==> src/rtl/hs_pkg.sv <==
// Shared definitions for the 10-bit handshake serial link (TX and RX sides).
// Holds the frame width and the receive FSM state type.
// No logic; imported by every hs_* module.
package hs_pkg;

  // Bits per serial frame, shared by the transmit and receive shifters.
  localparam int HS_FRAME_BITS = 10;

  // Width of the idle-gap counter; bounds the legal GAP_TIMEOUT to 1..255.
  localparam int HS_GAP_CNT_W = 8;

  // Receive FSM: waiting for the first bit, or partway through a frame.
  typedef enum logic {
    HS_RX_IDLE,
    HS_RX_RECV
  } hs_rx_state_t;

endpackage

==> src/rtl/hs_rx_sipo.sv <==
// Serial-in/parallel-out shifter with bit counter, LSB-first (first bit lands in bit 0).
// Latency: one cycle per captured bit; 'parallel' previews the post-shift word combinationally.
// Backpressure: none; a bit is captured every cycle shift_enable is high, clear overrides.
module hs_rx_sipo
  import hs_pkg::*;
#(
  parameter int FRAME_BITS = HS_FRAME_BITS,
  parameter int CNT_W      = $clog2(FRAME_BITS + 1)
) (
  input  logic                  clk,
  input  logic                  rst,
  input  logic                  shift_enable,
  input  logic                  serial_in,
  input  logic                  clear,
  output logic [FRAME_BITS-1:0] parallel,
  output logic [CNT_W-1:0]      count
);

  logic [FRAME_BITS-1:0] sr;
  logic [FRAME_BITS-1:0] sr_shifted;

  // New bits enter at the top and walk down, so after FRAME_BITS shifts the first bit is at bit 0.
  assign sr_shifted = {serial_in, sr[FRAME_BITS-1:1]};

  // The parent loads its output register at the same edge as the final capture, so it
  // needs the word as it will look after this cycle's shift rather than the stored one.
  assign parallel = shift_enable ? sr_shifted : sr;

  // Shift and count; clear (frame done or aborted) returns to an empty frame.
  always_ff @(posedge clk) begin
    if (rst || clear) begin
      sr    <= '0;
      count <= '0;
    end else if (shift_enable) begin
      sr    <= sr_shifted;
      count <= count + 1'b1;
    end
  end

endmodule

==> src/rtl/hs_rx.sv <==
// Receive side of the handshake link: rebuilds frames, holds them in a valid/ready register.
// Latency: frame visible the cycle after its last strobe; gap timeout after GAP_TIMEOUT idle cycles.
// Backpressure: one-deep output register; a frame completing while it is full and not taken is dropped (overrun).
module hs_rx
  import hs_pkg::*;
#(
  parameter int FRAME_BITS  = HS_FRAME_BITS,
  parameter int GAP_TIMEOUT = 8
) (
  input  logic                  clk,
  input  logic                  rst,
  input  logic                  serial_in,
  input  logic                  shift_enable,
  input  logic                  out_ready,
  output logic [FRAME_BITS-1:0] parallel_out,
  output logic                  out_valid,
  output logic                  busy,
  output logic                  frame_error,
  output logic                  overrun
);

  localparam int CNT_W = $clog2(FRAME_BITS + 1);
  localparam logic [CNT_W-1:0]        LAST_BIT = CNT_W'(FRAME_BITS - 1);
  localparam logic [HS_GAP_CNT_W-1:0] GAP_LAST = HS_GAP_CNT_W'(GAP_TIMEOUT - 1);

  hs_rx_state_t            state;
  logic [HS_GAP_CNT_W-1:0] gap_cnt;
  logic [CNT_W-1:0]        bit_cnt;
  logic [FRAME_BITS-1:0]   sipo_word;
  logic                    frame_done;
  logic                    gap_expire;
  logic                    sipo_clear;

  // A strobe landing on the last bit position completes the frame; a strobe always beats the timeout.
  always_comb begin
    frame_done = shift_enable && (bit_cnt == LAST_BIT);
    gap_expire = (state == HS_RX_RECV) && !shift_enable && (gap_cnt == GAP_LAST);
    sipo_clear = frame_done || gap_expire;
  end

  hs_rx_sipo #(
    .FRAME_BITS (FRAME_BITS),
    .CNT_W      (CNT_W)
  ) u_sipo (
    .clk          (clk),
    .rst          (rst),
    .shift_enable (shift_enable),
    .serial_in    (serial_in),
    .clear        (sipo_clear),
    .parallel     (sipo_word),
    .count        (bit_cnt)
  );

  assign busy = (state == HS_RX_RECV);

  // Frame FSM with idle-gap counter; frame_error is a registered one-cycle pulse on timeout.
  always_ff @(posedge clk) begin
    if (rst) begin
      state       <= HS_RX_IDLE;
      gap_cnt     <= '0;
      frame_error <= 1'b0;
    end else begin
      frame_error <= 1'b0;
      case (state)
        HS_RX_IDLE: begin
          gap_cnt <= '0;
          if (shift_enable && !frame_done) begin
            state <= HS_RX_RECV;
          end
        end
        HS_RX_RECV: begin
          if (shift_enable) begin
            gap_cnt <= '0;
            if (frame_done) begin
              state <= HS_RX_IDLE;
            end
          end else if (gap_expire) begin
            state       <= HS_RX_IDLE;
            gap_cnt     <= '0;
            frame_error <= 1'b1;
          end else begin
            gap_cnt <= gap_cnt + 1'b1;
          end
        end
        default: begin
          state   <= HS_RX_IDLE;
          gap_cnt <= '0;
        end
      endcase
    end
  end

  // Output register: load a finished frame if the slot is free or being drained this cycle,
  // otherwise keep the old frame and flag the loss.
  always_ff @(posedge clk) begin
    if (rst) begin
      parallel_out <= '0;
      out_valid    <= 1'b0;
      overrun      <= 1'b0;
    end else begin
      overrun <= 1'b0;
      if (frame_done) begin
        if (!out_valid || out_ready) begin
          parallel_out <= sipo_word;
          out_valid    <= 1'b1;
        end else begin
          overrun <= 1'b1;
        end
      end else if (out_valid && out_ready) begin
        out_valid <= 1'b0;
      end
    end
  end

endmodule

==> config.mk <==
export PLATFORM = sky130hd
export DESIGN_NAME = hs_rx
export DESIGN_NICKNAME = d
export VERILOG_FILES = /design/src/rtl/hs_pkg.sv /design/src/rtl/hs_rx_sipo.sv /design/src/rtl/hs_rx.sv
export SDC_FILE = /design/constraint.sdc
export NUM_CORES = 1
export LEC_CHECK = 0
export BUFFER_PORTS_ARGS = -buffer_cell sky130_fd_sc_hd__buf_2
export CAP_MARGIN = 5
export CORE_UTILIZATION = 60
export CTS_BUF_LIST = sky130_fd_sc_hd__clkbuf_8
export CTS_CLUSTER_SIZE = 8
export DETAILED_ROUTE_END_ITERATION = 16
export PLACE_DENSITY = 0.82
export SLEW_MARGIN = 25
export SYNTH_ARGS = -nofsm -noshare
export SYNTH_HDL_FRONTEND = slang
export SYNTH_HIERARCHICAL = 1
export SYNTH_SLANG_ARGS = --single-unit
==> constraint.sdc <==
create_clock -name clk -period 3.8 [get_ports clk]
set_input_delay 0.38 -clock clk [delete_from_list [all_inputs] [get_ports clk]]
set_output_delay 0.38 -clock clk [all_outputs]
set_load 0.005 [all_outputs]
==> results of run 1 <==
-- state kept, by name (all words and copies together), names as in the netlist --
| register | count |
|---|---|
| busy | 1 |
| out_valid | 1 |
| u_sipo/sr | 10 |
| gap_cnt | 8 |
| frame_error | 1 |
| parallel_out | 10 |
| overrun | 1 |
| u_sipo/count | 4 |
-- where the power goes --
part / internal, W / leakage, nW / switching [W]
Sequential: 0.000382 / 0.291 / 0.00000487
Clock: 0.000192 / 0.0593 / 0.000129
Combinational: 0.0000129 / 0.305 / 0.0000190
-- cells in the final DEF, fill, tap and decap left out, drive strengths merged --
master   instances
dfxtp           36
buf             18
a21oi           16
nand4           13
o31ai           11
nor2b           11
mux2            11
nor2             6
clkbuf           5
inv              4
nand2            4
nand3            4
o21ai            4
or3              3
nor3             2
xnor2            2
nor3b            2
ha               2
nor4             1
and4bb           1
nand2b           1
nand4bb          1
or3b             1
a41o             1
xor2             1
a211o            1
and3             1
clkinv           1
bufinv           1
or2              1
a21bo            1
nand3b           1
mux2i            1
-- logic make-up (layout without fill, tap and decap cells) --
family	count (synthesis)	after routing	synth area share (%)
buffers and inverters	15	29	5.53
AOI/OAI and AO/OA	34	34	13.6
and+or+nand+nor	53	53	22.5
xor gates and xnor gates	3	3	1.66
DFF	36	36	45.5
muxes	12	12	9.64
adders and majority gates	2	2	1.58
-- routing by layer --
metal	vias to the layer above	global-route usage (%)
met5	-	0
met4	0	11.8
met3	5	6.03
met2	33	31.9
met1	526	29.3
li1	594	-
-- worst paths after layout --
kind	to	cells after the start	slack, ps
worst min register to register	parallel_out[7]$_SDFFE_PP0P_	2	470
worst max register to register	u_sipo/sr[1]$_SDFF_PP0_	5	1960
worst min-delay path	parallel_out[4]$_SDFFE_PP0P_	2	460
worst max-delay path	u_sipo/sr[1]$_SDFF_PP0_	5	1960
-- critical path, delay by kind of cell (launching register included) --
kind | cells | cell delay, ps
flip-flops | 1 | 340
AND/OR/NAND/NOR | 4 | 1140
AO/OA/AOI/OAI | 1 | 250
-- layout make-up --
type,instances,area [um2],share of cell area (%)
clock buffer,5,68.8,3.95
timing repair buffer,18,90.1,5.17
sequential,36,721,41.3
inverter,3,11.3,0.646
tap,30,37.5,2.15
clock inverter,3,38.8,2.23
multi-input combinational,104,776,44.5
-- metrics by stage --
| step | power, W | instance area (um2) | setup WS, ps |
|---|---|---|---|
| 6_report | 0.000739 | 1740 | 1960 |
| 5_1_grt | 0.000763 | 1740 | 1860 |
| 4_1_cts | 0.000746 | 1740 | 1990 |
| 3_5_place_dp | 0.000427 | 1640 | 1810 |
| 3_3_place_gp | 0.000425 | 1640 | 1900 |
| 2_1_floorplan | 0.000422 | 1580 | 2160 |
==> flow_metrics.env, run 1 <==
export IMPL_timing_rr_start="gap_cnt[4]$_SDFF_PP0_"
export IMPL_critical_path_slowest_cell="nor4_1"
export IMPL_yosys_register_bits=36
export IMPL_grt_pass1_vias=963
export IMPL_cp_startpoint="gap_cnt[4]$_SDFF_PP0_"
export IMPL_drt_pass1_iter_count=4
export IMPL_worst_pin_slew_ps=664
export IMPL_vdd_drop_max_mv=0.387
export IMPL_max_freq_mhz=544
export IMPL_root_buffer="clkbuf_8"
export IMPL_tns_ps=0
export IMPL_cts_tree="built"
export IMPL_yosysTopAreaCell="dfxtp_1"
export IMPL_cp_end_kind="flop"
export IMPL_cts_setup_buffers=0
export IMPL_via_per_inst=5.82
export IMPL_fin_crit_ps=1840
export IMPL_hold_buffers=0
export IMPL_die_area_um2=2850
export IMPL_slew_headroom_pct=55.7
export IMPL_syn_inst=155
export IMPL_yosysSeqAreaShare_pct=45.5
export IMPL_cts_made_buffers=5
export IMPL_yosys_most_used_dff="dfxtp_1"
export IMPL_rsz0062_at_grt="false"
export IMPL_leakagePower_nw=0.655
export IMPL_cpPeakStageDelay_ps=500
export IMPL_drc=0
export IMPL_cp_required_ps=3970
export IMPL_netlist_area_um2=1580
export IMPL_io_pins=19
export IMPL_synth_edf_count=0
export IMPL_overflow=0
export IMPL_nNetsFinal=175
export IMPL_rows=18
export IMPL_synth_nets=162
export IMPL_path_cells="nor4_1 -> nand4_1 -> o21ai_1 -> or2_4 -> nor2b_1"
export IMPL_drv_cap=0
export IMPL_synth_cell_types=39
export IMPL_core_area_um2=2480
export IMPL_final_layout_size_suffix_gt1_share_pct=26.0
export IMPL_die_y_um=53.4
export IMPL_status="finished clean"
export IMPL_finalMaxSlewViolations=0
export IMPL_drt_initial_drc_count=25
export IMPL_ant_nets=0
export IMPL_min_from="rst"
export IMPL_met1Wirelength_um=1410
export IMPL_grt_pass1_wl_um=4370
export IMPL_wl_per_cell_um=13.9
export IMPL_clock_sinks=36
export IMPL_power_density_nw_per_um2=424
export IMPL_worst_setup_path_type="reg2reg"
export IMPL_async_flop_share_pct=0
export IMPL_hold_ws_ps=457
export IMPL_grt_usage_pct=22.1
export IMPL_clk_latency_ps=290
export IMPL_grt_max_degree=30
export IMPL_dr_wl_met2_um=1200
export IMPL_yosysMostFrequentCell="dfxtp_1"
export IMPL_die_w_um=53.4
export IMPL_startpoint_type="flop"
export IMPL_route_met3_wl_um=123
export IMPL_dp_cells=191
export IMPL_holdCritPathClass="in2reg"
export IMPL_start_util_pct=63.9
export IMPL_cts_resized=0
export IMPL_finalCoreUtilization_pct=70.4
export IMPL_setup_violations=0
export IMPL_top_layer="met4"
export IMPL_cts_buffer_depth=2
export IMPL_skew_ps=8.30
export IMPL_antenna_cells=0
export IMPL_htree_levels=2
export IMPL_synth_top_area_share_pct=45.5
export IMPL_num_vias=1158
export IMPL_antenna_found_initial=0
export IMPL_wl_um=2770
export IMPL_avgSynthCellArea_um2=10.2
export IMPL_finalNonFillerCells=199
export IMPL_path_clk_slew_ps=70
export IMPL_n_fill_cell=198
export IMPL_worstPathMaxFanout=13
export IMPL_finalHoldViolCount=0
export IMPL_yosys_top_cells_area="dfxtp_1 45%, o31ai_1 5.2%, nand4_1 5.1%"
export IMPL_cp_data_arrival_time_ps=2010
export IMPL_gp_congestion=0.781
export IMPL_synthTopCellsByCount="36 x dfxtp_1, 15 x a21oi_1, 13 x nand4_1"
export IMPL_yosysWarningCount=6
export IMPL_syn_to_final_growth_pct=10.0
export IMPL_hpwl_um=2020
export IMPL_io_buffers=18
export IMPL_timing_final_crit_share_pct=48.3
No activity file was read; power rests on OpenSTA's default activity.
==> inputs of run 2 (changes only) <==
Settings changed: ABC_AREA set to 1, CORE_UTILIZATION 60 to 54, PLACE_DENSITY 0.82 to 0.77.
Clock period 3.8 ns to 1.6 ns, I/O delays scaled along.
==> run 2 against run 1 <==
Die area grew 18%. Clock-buffer cell count grew 2. Wire length grew 6.7%. Via count grew 14%. First-iteration DRC count grew to 2.6 times the previous value. Core utilization shrank 4.8 points. Cell count grew 41%. Total power grew 130%. Register-to-register slack lost 1800 ps. Global-route usage shrank 1.8 points. Sequential share of layout area shrank 3.2 points. Clock skew shrank 5.8 ps.
==> flow_metrics.env, run 2 <==
export IMPL_cp_end_kind="flop"
export IMPL_grt_usage_pct=20.3
export IMPL_wl_um=2960
export IMPL_yosys_register_bits=36
export IMPL_cts_buffer_depth=2
export IMPL_die_w_um=58.1
export IMPL_cp_data_arrival_time_ps=1650
export IMPL_synthTopCellsByCount="52 x nand2_1, 36 x dfxtp_1, 33 x nor2_1"
export IMPL_cpPeakStageDelay_ps=370
export IMPL_rows=19
export IMPL_yosysSeqAreaShare_pct=42.4
export IMPL_drt_pass1_iter_count=4
export IMPL_fin_crit_ps=1480
export IMPL_netlist_area_um2=1700
export IMPL_finalCoreUtilization_pct=65.6
export IMPL_nNetsFinal=245
export IMPL_regArea_um2=721
export IMPL_n_fill_cell=256
export IMPL_wl_per_cell_um=10.6
export IMPL_syn_inst=218
export IMPL_gp_congestion=0.799
export IMPL_synth_top_family_by_area="simple AND/OR/NAND/NOR gates"
export IMPL_layout_common_cells="52 x nand2_1, 36 x dfxtp_1, 33 x nor2_1"
export IMPL_synthMuxAreaShare_pct=0
export IMPL_holdCritPathClass="in2reg"
export IMPL_clk_latency_ps=280
export IMPL_start_util_pct=59.0
export IMPL_yosysWarningCount=6
export IMPL_grt_pass1_vias=1149
export IMPL_path_cells="ha_1 -> nand3b_4 -> nor2_2 -> nand3_1 -> nand2_1 -> nor2_2 -> inv_4 -> a21oi_2"
export IMPL_slew_headroom_pct=71.5
export IMPL_place_ws_ps=76.7
export IMPL_skew_ps=2.53
export IMPL_grt_pass1_wl_um=5030
export IMPL_yosysTopAreaCell="dfxtp_1"
export IMPL_cp_required_ps=1770
export IMPL_cts_made_buffers=5
export IMPL_num_vias=1317
export IMPL_avgSynthCellArea_um2=7.79
export IMPL_synth_top_area_share_pct=42.4
export IMPL_final_layout_size_suffix_gt1_share_pct=28.2
export IMPL_hpwl_um=2160
export IMPL_overflow=0
export IMPL_multi_input_area_um2=795
export IMPL_io_pins=19
export IMPL_synth_xor_area_share_pct=1.03
export IMPL_min_from="rst"
export IMPL_synth_fa_ha_area_share_pct=1.47
export IMPL_drv_cap=0
export IMPL_vdd_drop_max_mv=0.479
export IMPL_syn_to_final_growth_pct=11.1
export IMPL_antenna_found_initial=0
export IMPL_die_area_um2=3370
export IMPL_critical_path_slowest_cell="dfxtp_1"
export IMPL_placed_area_um2=1790
export IMPL_drt_initial_drc_count=64
export IMPL_grt_max_degree=14
export IMPL_setup_violations=0
export IMPL_synth_cell_types=27
export IMPL_path_clk_slew_ps=70
export IMPL_synth_edf_count=0
export IMPL_synth_compound_area_share_pct=9.14
export IMPL_power_density_nw_per_um2=897
export IMPL_antenna_cells=0
export IMPL_io_buffers=18
export IMPL_root_buffer="clkbuf_8"
export IMPL_die_y_um=58.1
export IMPL_via_per_inst=4.70
export IMPL_cts_tree="built"
export IMPL_drc=0
export IMPL_clock_sinks=36
export IMPL_htree_levels=2
export IMPL_final_common_cell="nand2_1"
export IMPL_async_flop_share_pct=0
export IMPL_finalMaxSlewViolations=0
export IMPL_fin_area_um2=1890
export IMPL_yosys_top_cells_area="dfxtp_1 42%, nand2_1 11%, nor2_1 7.3%"
export IMPL_status="finished clean"
export IMPL_core_area_um2=2880
export IMPL_timing_rr_start="gap_cnt[0]$_SDFF_PP0_"
export IMPL_worst_slack_ps=123
export IMPL_synthSimpleGateAreaFrac_pct=35.2
export IMPL_yosysMostFrequentCell="nand2_1"
export IMPL_finalNonFillerCells=280
export IMPL_timing_final_crit_share_pct=92.3
export IMPL_crit_path_frequent_cell="nor2_2"
export IMPL_ant_nets=0
export IMPL_finalHoldViolCount=0
export IMPL_yosys_most_used_dff="dfxtp_1"
export IMPL_worst_pin_slew_ps=427
export IMPL_max_freq_mhz=677
export IMPL_dp_cells=273
export IMPL_cp_startpoint="gap_cnt[0]$_SDFF_PP0_"
export IMPL_synth_nets=225
export IMPL_startpoint_type="flop"
export IMPL_top_regs="parallel_out: 10 flops, u_sipo/sr: 10 flops, gap_cnt: 8 flops"
export IMPL_tns_ps=0
export IMPL_worst_setup_path_type="reg2reg"
export IMPL_leakagePower_nw=0.872
export IMPL_worstPathMaxFanout=11
run 2: report_power, final:
part	total, W	leakage, nW	internal (W)	switching, W
Combinational	0.0000911	0.531	0.0000311	0.0000600
Clock	0.000685	0.0503	0.000383	0.000302
Sequential	0.000916	0.291	0.000906	0.0000101
Total	0.00169	0.872	0.00132	0.000372
run 2: metal layers:
layer / up-vias / routed length [um] / GRT usage [%]
li1: 718 / - / -
met5: - / 0 / 0
met3: 6 / 125 / 7.59
met1: 568 / 1540 / 27.4
met2: 25 / 1240 / 28.7
met4: 0 / 53 / 8.84
run 2: worst paths after layout:
path | depth (start not counted) | endpoint | slack, ps
worst max register to register | 8 | u_sipo/sr[1]$_SDFF_PP0_ | 120
worst min-delay path | 2 | overrun$_SDFF_PP0_ | 150
worst max-delay path | 8 | u_sipo/sr[1]$_SDFF_PP0_ | 120
worst min register to register | 1 | gap_cnt[0]$_SDFF_PP0_ | 460
run 2: kinds of logic (layout without fill, tap and decap cells):
logic type | count (synthesis) | in the layout
AND/OR/NAND/NOR | 124 | 124
flip-flops | 36 | 36
buffers and inverters | 36 | 56
AO/OA/AOI/OAI | 18 | 18
adder cells (fa/ha/maj) | 2 | 2
XOR/XNOR | 2 | 2
run 2: timing repair:
item | 4_1_cts | 5_1_grt
hold buffers | 0 | 0
buffers inserted | 0 | 0
endpoints found under the setup margin | 0 | 11
resized for setup | 0 | 1
run 2: final cells by class:
cell class	count	area share, %
multi-input cells	146	42.1
inverters	28	5.84
clock buffers	7	5.11
repair buffers	21	5.97
well taps	42	2.79
flip-flops and latches	36	38.2
run 2: stage by stage:
stage,hold WS (ps),total power (W)
2_1_floorplan,229,0.00101
3_3_place_gp,429,0.00102
3_5_place_dp,429,0.00103
4_1_cts,129,0.00171
5_1_grt,148,0.00176
6_report,148,0.00169
run 2: critical path, delay by kind of cell, from the launching register on:
kind / cells / cell delay, ps
adders and majority gates: 1 / 260
buffers and inverters: 1 / 170
and+or+nand+nor: 5 / 510
AOI/OAI and AO/OA: 1 / 50
DFF: 1 / 370
==> inputs of run 3 (changes only) <==
--- a/config.mk
+++ b/config.mk
@@ -8,5 +8,4 @@
 export ABC_AREA = 1
 export BUFFER_PORTS_ARGS = -buffer_cell sky130_fd_sc_hd__buf_2
-export CAP_MARGIN = 5
 export CORE_UTILIZATION = 54
 export CTS_BUF_LIST = sky130_fd_sc_hd__clkbuf_8
@@ -14,4 +13,5 @@
 export DETAILED_ROUTE_END_ITERATION = 16
 export PLACE_DENSITY = 0.77
+export SKIP_LAST_GASP = 1
 export SLEW_MARGIN = 25
 export SYNTH_ARGS = -nofsm -noshare
==> constraint.sdc (replaced) <==
create_clock -name clk -period 1.6 [get_ports clk]
set_input_delay 0.08 -clock clk [delete_from_list [all_inputs] [get_ports clk]]
set_output_delay 0.08 -clock clk [all_outputs]
set_load 0.005 [all_outputs]
==> run 3 against run 2 <==
Total power is 6.7% lower. Global-route usage is 0.71 points lower. Non-clock buffer count stayed put. Clock power is 16% lower. Critical path depth is the same. Sequential share of layout area increased by 0.57 points. Die area unchanged. Flip-flop and latch count unchanged. Core utilization down 0.96 points. Combinational power fell by 1%. Largest power group unchanged.
==> flow_metrics.env, run 3 (synthesis results as in run 2) <==
export IMPL_drc=0
export IMPL_cts_buffer_depth=2
export IMPL_hold_buffers=0
export IMPL_antenna_cells=0
export IMPL_num_vias=1315
export IMPL_clock_sinks=36
export IMPL_io_pins=19
export IMPL_setup_violations=0
export IMPL_hpwl_um=2090
export IMPL_drv_cap=0
export IMPL_finalMaxSlewViolations=0
export IMPL_drt_pass1_iter_count=4
export IMPL_die_area_um2=3370
export IMPL_gp_congestion=0.784
export IMPL_die_w_um=58.1
export IMPL_p_total_w=0.00158
export IMPL_worstPathMaxFanout=11
export IMPL_n_fill_cell=258
export IMPL_tns_ps=0
export IMPL_cts_setup_buffers=0
export IMPL_worst_setup_path_type="reg2reg"
export IMPL_p_switching_w=0.000363
export IMPL_status="finished clean"
export IMPL_internal_power_w=0.00122
export IMPL_grt_usage_pct=19.5
export IMPL_wl_per_cell_um=10.4
export IMPL_max_freq_mhz=690
export IMPL_final_layout_size_suffix_gt1_share_pct=27.5
export IMPL_cp_end_kind="flop"
export IMPL_die_y_um=58.1
export IMPL_path_clk_slew_ps=70
export IMPL_top_regs="parallel_out: 10 flops, u_sipo/sr: 10 flops, gap_cnt: 8 flops"
export IMPL_slew_headroom_pct=72.2
export IMPL_swShare_pct=23.0
export IMPL_io_buffers=18
export IMPL_grt_max_degree=16
export IMPL_path_cells="ha_1 -> nand3b_4 -> nor2_2 -> nand3_1 -> nand2_1 -> nor2_2 -> inv_4 -> a21oi_2"
export IMPL_rsz0062_at_grt="false"
export IMPL_root_buffer="clkbuf_8"
export IMPL_crit_path_frequent_cell="nor2_2"
export IMPL_leakagePower_nw=0.857
export IMPL_rows=19
export IMPL_p_clk_share_pct=36.3
export IMPL_power_density_nw_per_um2=849
export IMPL_timing_final_crit_share_pct=90.6
export IMPL_cp_top_family="simple AND/OR/NAND/NOR gates"
export IMPL_syn_to_final_growth_pct=9.51
export IMPL_cp_data_arrival_time_ps=1630
export IMPL_crit_buf_inv=1
export IMPL_via_per_inst=4.73
export IMPL_wl_um=2900
export IMPL_combPwrFrac_pct=5.7
export IMPL_htree_levels=2
export IMPL_vdd_drop_max_mv=0.460
export IMPL_nNetsFinal=245
export IMPL_worst_pin_slew_ps=417
export IMPL_clk_latency_ps=290
export IMPL_grt_pass1_vias=1137
export IMPL_cts_tree="built"
export IMPL_fin_crit_ps=1450
export IMPL_core_area_um2=2880
export IMPL_skew_ps=3.78
export IMPL_antenna_found_initial=0
export IMPL_cpPeakStageDelay_ps=360
export IMPL_p_seq_share_pct=58.0
export IMPL_regArea_um2=721
export IMPL_startpoint_type="flop"
export IMPL_multi_input_area_um2=795
export IMPL_cts_made_buffers=5
export IMPL_layout_common_cells="52 x nand2_1, 36 x dfxtp_1, 33 x nor2_1"
export IMPL_holdCritPathClass="in2reg"
export IMPL_ant_nets=0
export IMPL_final_common_cell="nand2_1"
export IMPL_drt_initial_drc_count=33
export IMPL_finalHoldViolCount=0
export IMPL_overflow=0
export IMPL_start_util_pct=59.0
export IMPL_grt_pass1_wl_um=4930
export IMPL_critical_path_slowest_cell="dfxtp_1"
export IMPL_cp_required_ps=1780
[run 3: cell types whose count changed in the layout (fill, tap and decap cells not counted), sizes merged]
cell,change
clkbuf,-2
[run 3: worst paths after layout]
check                        start                 endpoint  slack [ps]  cells after the start
max          gap_cnt[0]$_SDFF_PP0_  u_sipo/sr[7]$_SDFF_PP0_         150                      8
min                            rst       overrun$_SDFF_PP0_          50                      2
min reg2reg  gap_cnt[0]$_SDFF_PP0_    gap_cnt[0]$_SDFF_PP0_         460                      1
max reg2reg  gap_cnt[0]$_SDFF_PP0_  u_sipo/sr[7]$_SDFF_PP0_         150                      8
[run 3: cell type report]
type / instances / area share, %
clock buffers: 5 / 3.70
inverters: 28 / 5.92
multi-input cells: 146 / 42.7
flip-flops and latches: 36 / 38.8
well taps: 42 / 2.83
repair buffers: 21 / 6.06
[run 3: power groups by stage]
stage	logic [W]	registers, W	clock network, W
2_1_floorplan	0.0000763	0.000934	0
3_3_place_gp	0.0000873	0.000936	0
3_5_place_dp	0.0000892	0.000936	0
5_1_grt	0.000102	0.000917	0.000618
6_report	0.0000899	0.000916	0.000573
4_1_cts	0.0000891	0.000916	0.000592
[run 3: routing by layer]
layer  wire, um  GRT usage (%)
met5          0              0
met2       1170           27.9
met3         98           4.69
met1       1570           27.3
met4         58           10.2
[run 3: stage by stage]
| step | std cells | hold WS, ps | setup WS (ps) | util, % | instance area [um2] |
|---|---|---|---|---|---|
| floorplan | 218 | 149 | 240 | - | 1700 |
| global placement | 273 | 342 | 145 | 62.2 | 1790 |
| detailed placement | 273 | 342 | 72.6 | 62.2 | 1790 |
| CTS | 278 | 36.9 | 60.8 | 64.5 | 1860 |
| global route | 278 | 50.6 | 3.83 | 64.6 | 1860 |
| finish | 278 | 51.7 | 150 | 64.6 | 1860 |
[run 3: what timing repair did]
action                     CTS  global route
hold endpoints to repair     0             0
gates resized for setup      0             1
setup endpoints to repair    0            11
